**src/rtl/dm_arbiter_if.sv**
```systemverilog
// Bundle between the data-memory arbiter and its environment.
// The slave side is the arbiter; the master side is the two requesters plus the DM macro.
interface dm_arbiter_if #(
    parameter int ADDR_W = 16,
    parameter int DATA_W = 32
);
    logic              m0_req;
    logic              m0_we;
    logic [ADDR_W-1:0] m0_addr;
    logic [DATA_W-1:0] m0_wdata;
    logic              m0_gnt;
    logic              m0_rvalid;
    logic [DATA_W-1:0] m0_rdata;

    logic              m1_req;
    logic              m1_we;
    logic [ADDR_W-1:0] m1_addr;
    logic [DATA_W-1:0] m1_wdata;
    logic              m1_gnt;
    logic              m1_rvalid;
    logic [DATA_W-1:0] m1_rdata;

    logic              mem_cen_n;
    logic              mem_wen_n;
    logic [ADDR_W-1:0] mem_addr;
    logic [DATA_W-1:0] mem_wdata;
    logic [DATA_W-1:0] mem_rdata;

    modport slave (
        input  m0_req, m0_we, m0_addr, m0_wdata,
        input  m1_req, m1_we, m1_addr, m1_wdata,
        input  mem_rdata,
        output m0_gnt, m0_rvalid, m0_rdata,
        output m1_gnt, m1_rvalid, m1_rdata,
        output mem_cen_n, mem_wen_n, mem_addr, mem_wdata
    );

    modport master (
        output m0_req, m0_we, m0_addr, m0_wdata,
        output m1_req, m1_we, m1_addr, m1_wdata,
        output mem_rdata,
        input  m0_gnt, m0_rvalid, m0_rdata,
        input  m1_gnt, m1_rvalid, m1_rdata,
        input  mem_cen_n, mem_wen_n, mem_addr, mem_wdata
    );
endinterface

```
**src/rtl/dm_arbiter.sv**
```systemverilog
// Shares the single-port data memory between the core load/store port (0) and the
// loader/debug port (1); port 1 wins after MAX_HOLD consecutive contested losses.
module dm_arbiter #(
    parameter int ADDR_W   = 16,
    parameter int DATA_W   = 32,
    parameter int MAX_HOLD = 4
) (
    input  logic         clk,
    input  logic         rst_n,
    dm_arbiter_if.slave  bus
);
    typedef enum logic [1:0] {IDLE, P0, P1} own_t;

    localparam logic [3:0] HOLD_MAX = 4'(MAX_HOLD);

    own_t        own, own_nxt;
    logic [3:0]  hold, hold_nxt;
    logic        gnt0, gnt1;
    logic        rd_pend, rd_port;
    logic        rvalid0, rvalid1;
    logic [ADDR_W-1:0] sel_addr;
    logic [DATA_W-1:0] sel_wdata;

    // NOTE: every combinational output gets a default before any branch, so no path
    // leaves a variable unassigned and no latch is inferred.
    always_comb begin
        own_nxt  = IDLE;
        hold_nxt = '0;
        gnt0     = 1'b0;
        gnt1     = 1'b0;
        if (rst_n) begin
            case ({bus.m0_req, bus.m1_req})
                2'b10: begin
                    gnt0    = 1'b1;
                    own_nxt = P0;
                end
                2'b01: begin
                    gnt1    = 1'b1;
                    own_nxt = P1;
                end
                2'b11: begin
                    if (hold == HOLD_MAX) begin
                        gnt1    = 1'b1;
                        own_nxt = P1;
                    end else begin
                        gnt0     = 1'b1;
                        own_nxt  = P0;
                        hold_nxt = hold + 4'd1;
                    end
                end
                default: ;
            endcase
        end
    end

    // The selected port drives the macro; an idle cycle parks the bus at all-zero.
    always_comb begin
        sel_addr      = '0;
        sel_wdata     = '0;
        bus.mem_cen_n = 1'b1;
        bus.mem_wen_n = 1'b1;
        if (gnt1) begin
            sel_addr      = bus.m1_addr;
            sel_wdata     = bus.m1_wdata;
            bus.mem_cen_n = 1'b0;
            bus.mem_wen_n = ~bus.m1_we;
        end else if (gnt0) begin
            sel_addr      = bus.m0_addr;
            sel_wdata     = bus.m0_wdata;
            bus.mem_cen_n = 1'b0;
            bus.mem_wen_n = ~bus.m0_we;
        end
        bus.mem_addr  = sel_addr;
        bus.mem_wdata = sel_wdata;
    end

    // NOTE: sequential state is updated with non-blocking assignments so every register
    // samples the pre-edge values regardless of statement order.
    always_ff @(posedge clk or negedge rst_n) begin
        if (!rst_n) begin
            own     <= IDLE;
            hold    <= '0;
            rd_pend <= 1'b0;
            rd_port <= 1'b0;
        end else begin
            own     <= own_nxt;
            hold    <= hold_nxt;
            rd_pend <= (gnt0 & ~bus.m0_we) | (gnt1 & ~bus.m1_we);
            rd_port <= gnt1;
        end
    end

    assign rvalid0 = rd_pend & ~rd_port;
    assign rvalid1 = rd_pend &  rd_port;

    assign bus.m0_gnt    = gnt0;
    assign bus.m1_gnt    = gnt1;
    assign bus.m0_rvalid = rvalid0;
    assign bus.m1_rvalid = rvalid1;
    assign bus.m0_rdata  = rvalid0 ? bus.mem_rdata : '0;
    assign bus.m1_rdata  = rvalid1 ? bus.mem_rdata : '0;

    // Only contested port-0 wins can leave hold non-zero.
    own_hold_consistent: assert property (
        @(posedge clk) disable iff (!rst_n) (own == P0) || (hold == '0)
    );
endmodule

```
**src/flat_wrapper.sv**
```systemverilog
// flat-port wrapper written by rule: the top's interface ports become plain ports
module dm_arbiter_flat 
#(
    parameter int ADDR_W   = 16,
    parameter int DATA_W   = 32,
    parameter int MAX_HOLD = 4
)
  (clk, rst_n, bus_m0_req, bus_m0_we, bus_m0_addr, bus_m0_wdata, bus_m1_req, bus_m1_we, bus_m1_addr, bus_m1_wdata, bus_mem_rdata, bus_m0_gnt, bus_m0_rvalid, bus_m0_rdata, bus_m1_gnt, bus_m1_rvalid, bus_m1_rdata, bus_mem_cen_n, bus_mem_wen_n, bus_mem_addr, bus_mem_wdata);
  dm_arbiter_if #(.ADDR_W(ADDR_W), .DATA_W(DATA_W)) bus_i ();
  input  logic clk;
  input  logic rst_n;
  input wire logic [$bits(bus_i.m0_req)-1:0] bus_m0_req;
  input wire logic [$bits(bus_i.m0_we)-1:0] bus_m0_we;
  input wire logic [$bits(bus_i.m0_addr)-1:0] bus_m0_addr;
  input wire logic [$bits(bus_i.m0_wdata)-1:0] bus_m0_wdata;
  input wire logic [$bits(bus_i.m1_req)-1:0] bus_m1_req;
  input wire logic [$bits(bus_i.m1_we)-1:0] bus_m1_we;
  input wire logic [$bits(bus_i.m1_addr)-1:0] bus_m1_addr;
  input wire logic [$bits(bus_i.m1_wdata)-1:0] bus_m1_wdata;
  input wire logic [$bits(bus_i.mem_rdata)-1:0] bus_mem_rdata;
  output wire logic [$bits(bus_i.m0_gnt)-1:0] bus_m0_gnt;
  output wire logic [$bits(bus_i.m0_rvalid)-1:0] bus_m0_rvalid;
  output wire logic [$bits(bus_i.m0_rdata)-1:0] bus_m0_rdata;
  output wire logic [$bits(bus_i.m1_gnt)-1:0] bus_m1_gnt;
  output wire logic [$bits(bus_i.m1_rvalid)-1:0] bus_m1_rvalid;
  output wire logic [$bits(bus_i.m1_rdata)-1:0] bus_m1_rdata;
  output wire logic [$bits(bus_i.mem_cen_n)-1:0] bus_mem_cen_n;
  output wire logic [$bits(bus_i.mem_wen_n)-1:0] bus_mem_wen_n;
  output wire logic [$bits(bus_i.mem_addr)-1:0] bus_mem_addr;
  output wire logic [$bits(bus_i.mem_wdata)-1:0] bus_mem_wdata;
  assign bus_i.m0_req = bus_m0_req;
  assign bus_i.m0_we = bus_m0_we;
  assign bus_i.m0_addr = bus_m0_addr;
  assign bus_i.m0_wdata = bus_m0_wdata;
  assign bus_i.m1_req = bus_m1_req;
  assign bus_i.m1_we = bus_m1_we;
  assign bus_i.m1_addr = bus_m1_addr;
  assign bus_i.m1_wdata = bus_m1_wdata;
  assign bus_i.mem_rdata = bus_mem_rdata;
  assign bus_m0_gnt = bus_i.m0_gnt;
  assign bus_m0_rvalid = bus_i.m0_rvalid;
  assign bus_m0_rdata = bus_i.m0_rdata;
  assign bus_m1_gnt = bus_i.m1_gnt;
  assign bus_m1_rvalid = bus_i.m1_rvalid;
  assign bus_m1_rdata = bus_i.m1_rdata;
  assign bus_mem_cen_n = bus_i.mem_cen_n;
  assign bus_mem_wen_n = bus_i.mem_wen_n;
  assign bus_mem_addr = bus_i.mem_addr;
  assign bus_mem_wdata = bus_i.mem_wdata;
  dm_arbiter #(.ADDR_W(ADDR_W), .DATA_W(DATA_W), .MAX_HOLD(MAX_HOLD)) u_core (.clk(clk), .rst_n(rst_n), .bus(bus_i));
endmodule
```
**config.mk**
```make
export PLATFORM = sky130hd
export DESIGN_NAME = dm_arbiter_flat
export DESIGN_NICKNAME = d
export VERILOG_FILES = /design/src/rtl/dm_arbiter_if.sv /design/src/rtl/dm_arbiter.sv /design/src/flat_wrapper.sv
export SDC_FILE = /design/constraint.sdc
export NUM_CORES = 1
export LEC_CHECK = 0
export CAP_MARGIN = 20
export CORE_AREA = 3 3 97 99
export DETAILED_ROUTE_END_ITERATION = 16
export DIE_AREA = 0 0 100 102
export SYNTH_ARGS = -nofsm -noshare
export SYNTH_HDL_FRONTEND = slang
export SYNTH_SLANG_ARGS = --single-unit
```
**constraint.sdc**
```tcl
create_clock -name clk -period 2.8 [get_ports clk]
set_input_delay 0.56 -clock clk [delete_from_list [all_inputs] [get_ports clk]]
set_output_delay 0.56 -clock clk [all_outputs]
set_load 0.03 [all_outputs]
```
-- Yosys cells after proc, flatten, opt, wreduce, memory -nomap -nowiden
Cells that the tools add are included.
Widths: inputs -> output; s select.
- logic and storage cells: 35
- output and inout port bits: 118
- bits of input ports: 134
- register bits after elaboration: 6
- $add $sub $neg: 1
- bitwise logic cells: 8
- eq/ne operators: 4
- mux-type cells: 19
- operators by type and width (kind ; number):
    $mux 32 ; 4
    $mux 16 ; 2
    $mux 4 ; 3
    $mux 1 ; 8
    $add 4x1->4 const B ; 1
    $and 1x1->1 ; 4
    $eq 2x2->1 const B ; 2
    $eq 4x3->1 const B ; 1
    $pmux 1 s2 ; 2
    $not 1->1 ; 3
    $eq 2x1->1 const B ; 1
    $or 1x1->1 ; 1

-- Longest topological paths before layout
Gate-level depths: netlist of run 1.
- word-level depth: 6
- mapped depth: 7
- gate-level depth less buffers: 5

-- Worst setup path before layout of run 1
OpenSTA, ideal clock, no wires.
- kind: reg-to-output
- start point: reg u_core.hold[0]
- end point: out bus_mem_wen_n
- buffers on the path: 2
- slack: 0.485 ns
- data arrival time: 1.755 ns
- required time: 2.240 ns
- cell stages (with the launch flop): 8
- cell sequence: dfrtp_1 inv_1 ha_1 nand3b_1 o211a_1 buf_6 buf_6 a22oi_1
- longest elaborated chain between the ends: 6
- elaborated cells between the ends (all ways): 9
- classes of those cells: 1 x eq/ne; 8 x mux
- RTL lines (what ; line ; text):
    start, declared ; dm_arbiter.sv:17 ; logic [3:0] hold, hold_nxt;
    start signal, assigned ; dm_arbiter.sv:87 ; hold <= hold_nxt;
    $eq 4x3->1 ; dm_arbiter.sv:42 ; if (hold == HOLD_MAX) begin
    $mux 1 ; dm_arbiter.sv:42 ;
    $pmux 1 s2 ; dm_arbiter.sv:32 ; case ({bus.m0_req, bus.m1_req})
    $mux 1 ; dm_arbiter.sv:31 ; if (rst_n) begin
    net bus_m0_gnt ; flat_wrapper.sv:21 ; output wire logic [$bits(bus_i.m0_gnt)-1:0] bus_m0_gnt;
    $mux 1 ; dm_arbiter.sv:67 ; end else if (gnt0) begin
    $mux 1 ; dm_arbiter.sv:62 ; if (gnt1) begin
    end, declared ; flat_wrapper.sv:28 ; output wire logic [$bits(bus_i.mem_wen_n)-1:0] bus_mem_wen_n;
The timed path passes the listed nets, and every way through them passes these cells.

-- Worst setup path after layout of run 1
- start point: in bus_m1_req
- end point: out bus_mem_wdata[16]
- longest elaborated chain between the ends: 5
- elaborated cells between the ends (all ways): 9
- classes of those cells: 3 x eq/ne; 6 x mux
- RTL lines (what ; line ; text):
    start, declared ; flat_wrapper.sv:16 ; input wire logic [$bits(bus_i.m1_req)-1:0] bus_m1_req;
    $eq 2x2->1 (on tied branches) ; -- ;
    $pmux 1 s2 ; dm_arbiter.sv:32 ;
    $mux 1 ; dm_arbiter.sv:31 ;
    $mux 32 ; dm_arbiter.sv:67 ;
    $mux 32 * ; dm_arbiter.sv:62 ;
    end, declared ; flat_wrapper.sv:30 ; output wire logic [$bits(bus_i.mem_wdata)-1:0] bus_mem_wdata;
Every way passes the cells marked *; elsewhere a longest branch is shown, timed or not.

==> results of run 1 <==
per-stage QoR:
| step | worst slack (ps) | hold slack (ps) |
|---|---|---|
| 3_3_place_gp | 193 | 486 |
| 2_1_floorplan | 485 | 264 |
| 5_1_grt | 129 | 504 |
| 4_1_cts | 177 | 496 |
| 6_report | 162 | 491 |
| 3_5_place_dp | 175 | 492 |
kinds of logic after synthesis:
family / after synthesis / synth area share [%]
and+or+nand+nor: 74 / 36.3
DFF: 6 / 12.0
adders and majority gates: 2 / 2.00
AOI/OAI and AO/OA: 53 / 36.7
xor gates and xnor gates: 2 / 1.40
buffers and inverters: 25 / 11.6
synth_stat cells, drive strengths merged:
cell and n:
a21oi 1, a22o 49, a22oi 1, and2 33
and3 32, and4 1, buf 11, clkbuf 9
dfrtp 6, ha 2, inv 5, nand2 1
nand3 1, nand3b 1, nand4 1, nor2 3
nor2b 1, o211a 1, o21ai 1, xnor2 1
xor2 1
registers in the layout, summed over array words and instances (netlist names):
register	flops
u_core.hold	4
u_core.rd_port	1
u_core.rd_pend	1
where the power goes:
group / internal (W) / switching [W]
sequential: 0.0000894 / 0.00000101
clock: 0.0000923 / 0.0000366
combinational: 0.000315 / 0.000261
total: 0.000496 / 0.000298
path summary, 6_finish.rpt:
check                      cells past startpoint      startpoint                 to
max                                            6      bus_m1_req  bus_mem_wdata[16]
max reg2reg                                    6  u_core.hold[0]     u_core.rd_pend
max in group asynchronous                      2           rst_n     u_core.rd_pend
min in group asynchronous                      2           rst_n     u_core.hold[1]
min                                            1  u_core.hold[0]     u_core.hold[0]
min reg2reg                                    1  u_core.hold[0]     u_core.hold[0]
layout by cell type (no fill, tap or decap), drive strengths merged:
cell,count
clkbuf,3
clkdlybuf4s50,167
xnor2,1
nand4,1
nor2b,1
a22oi,1
a21oi,1
and3,32
o21ai,1
nand3b,1
xor2,1
nor2,3
ha,2
o211a,1
buf,91
and4,1
and2,33
dfrtp,6
a22o,49
inv,5
nand2,1
nand3,1
worst max-delay path: cells and delay by family:
family                 cells  cell delay (ps)
AO/OA/AOI/OAI              2              540
buffers and inverters      4              940
area by class of cell:
cell class / instances / area [um^2] / area share, %
Clock buffer: 3 / 41.3 / 1.09
Inverter: 5 / 18.8 / 0.495
Multi-Input combinational cell: 131 / 966 / 25.5
Sequential cell: 6 / 150 / 3.96
Tap cell: 108 / 135 / 3.56
Timing Repair Buffer: 258 / 2480 / 65.4
layer usage:
| layer | up-vias | wire, um |
|---|---|---|
| li1 | 1091 | - |
| met3 | 9 | 963 |
| met5 | - | 0 |
| met1 | 979 | 2700 |
| met4 | 0 | 126 |
| met2 | 161 | 4060 |
==> impl_metrics.py, run 1 <==
metrics = {
    "run_status": {
        "outcome": "finished clean",
    },
    "die": {
        "die_area_mm2": 0.0102,
        "die_width_um": 100,
        "die_y_um": 102,
        "core-area_mm2": 0.00864,
        "initial_core_util_pct": 14.5,
        "io_pins": 252,
        "row_count": 34,
    },
    "critical_path": {
        "path_cells": "clkdlybuf4s50_1, inv_1, o211a_1, buf_12, a22o_1, buf_12",
        "critical-path-max-stage-delay_ps": 550,
        "critPathMaxFanout": 51,
        "reg2reg_slack_ps": 1130,
        "crit_top_cell": "buf_12",
        "start_kind": "input port",
        "cp.required_ps": 2240,
        "slowest_stage": "clkdlybuf4s50_1",
        "endpoint_kind": "output pin",
        "arrival_ps": 2080,
        "crit_type": "in2out",
    },
    "global_routing": {
        "met3_usage_pct": 3.75,
        "met1_usage_pct": 15.0,
        "grt_max_degree": 53,
        "grt_overflow": 0,
        "grt.busiest_layer": "met2",
        "grt_pass1_wl_mm": 11.4,
        "grt_util_met2_pct": 26.5,
        "grt_antenna_before_repair": 0,
        "grtUsageTotal_pct": 13.9,
        "grt_pass1_vias": 2169,
    },
    "sta": {
        "worst_pin_slew_ps": 343,
        "fin_worst_skew_ps": 3.75,
        "tns_ps": 0,
        "min_period_over_period_pct": 94.2,
        "rsz0062_at_grt": "false",
        "hold_violations": 0,
        "slew-limit-headroom_pct": 77.1,
        "setup_violations": 0,
        "min_period_ps": 2640,
        "slew_violations": 0,
        "max_freq_mhz": 379,
    },
    "detailed_routing": {
        "drt_wl_total_mm": 7.84,
        "routedWlPerCell_um": 15.3,
        "drc_errors": 0,
        "drtIter0Drc": 38,
        "firstDrtPassIters": 4,
        "ant_nets": 0,
        "num_vias": 2240,
        "via_per_inst": 4.38,
    },
    "logic_synthesis": {
        "synth_cells": 162,
        "synth_nets": 298,
        "synthDistinctLibCells": 22,
        "syn_area_mm2": 0.00125,
        "synth_top_area_share_pct": 34.2,
        "synth_seq_cells": 6,
        "syn_avg_cell_area_um2": 7.74,
        "synth.area.top_cells": "a22o_1 34%, and2_1 16%, and3_1 16%",
        "ys.warnings.count": 0,
        "yosysSeqAreaShare_pct": 12.0,
        "yosys.area.top_type": "a22o_1",
    },
    "finish": {
        "drive_gt1_share_pct": 23.6,
        "syn2layout_area_growth_pct": 202,
        "finalNonFillerCells": 511,
        "fin_area_mm2": 0.00379,
        "post-route-util_pct": 43.9,
        "num-nets-final": 541,
        "fillers": 834,
        "diodes": 0,
    },
    "clocking": {
        "cts_setup_buffers": 0,
        "path_clk_slew_ps": 30,
        "cts_num_sinks": 6,
        "postCtsResizedCells": 0,
        "htree_levels": 1,
        "cts_hold_buf": 0,
        "cts_tree": "done",
        "cts_made_buffers": 3,
        "clkLatencyLatePin_ps": 220,
        "clockBufferDepth": 2,
        "root_buffer": "clkbuf_8",
    },
    "placed_design": {
        "dpl_cell_area_mm2": 0.00375,
        "port_buffers": 251,
        "placed_cells": 508,
        "place_congestion": 0.765,
        "dp_hpwl_mm": 6.71,
    },
    "pwr": {
        "leakage_nw": 1.78,
        "power_density_mw_per_mm2": 210,
        "vdd_drop_max_v": 0.0000845,
        "total_power_w": 0.000795,
    },
    "min_path": {
        "hold_path.class": "reg2reg",
    },
    "flow_run": {
        "cap_viol_max_count": 0,
    },
}
Power figures use the tool's default switching activity.
==> run 2: changes to the inputs <==
TNS_END_PERCENT = 30   (was default)
==> results of run 2 <==
No change in the layout: final DEF, timing and power equal those of run 1.
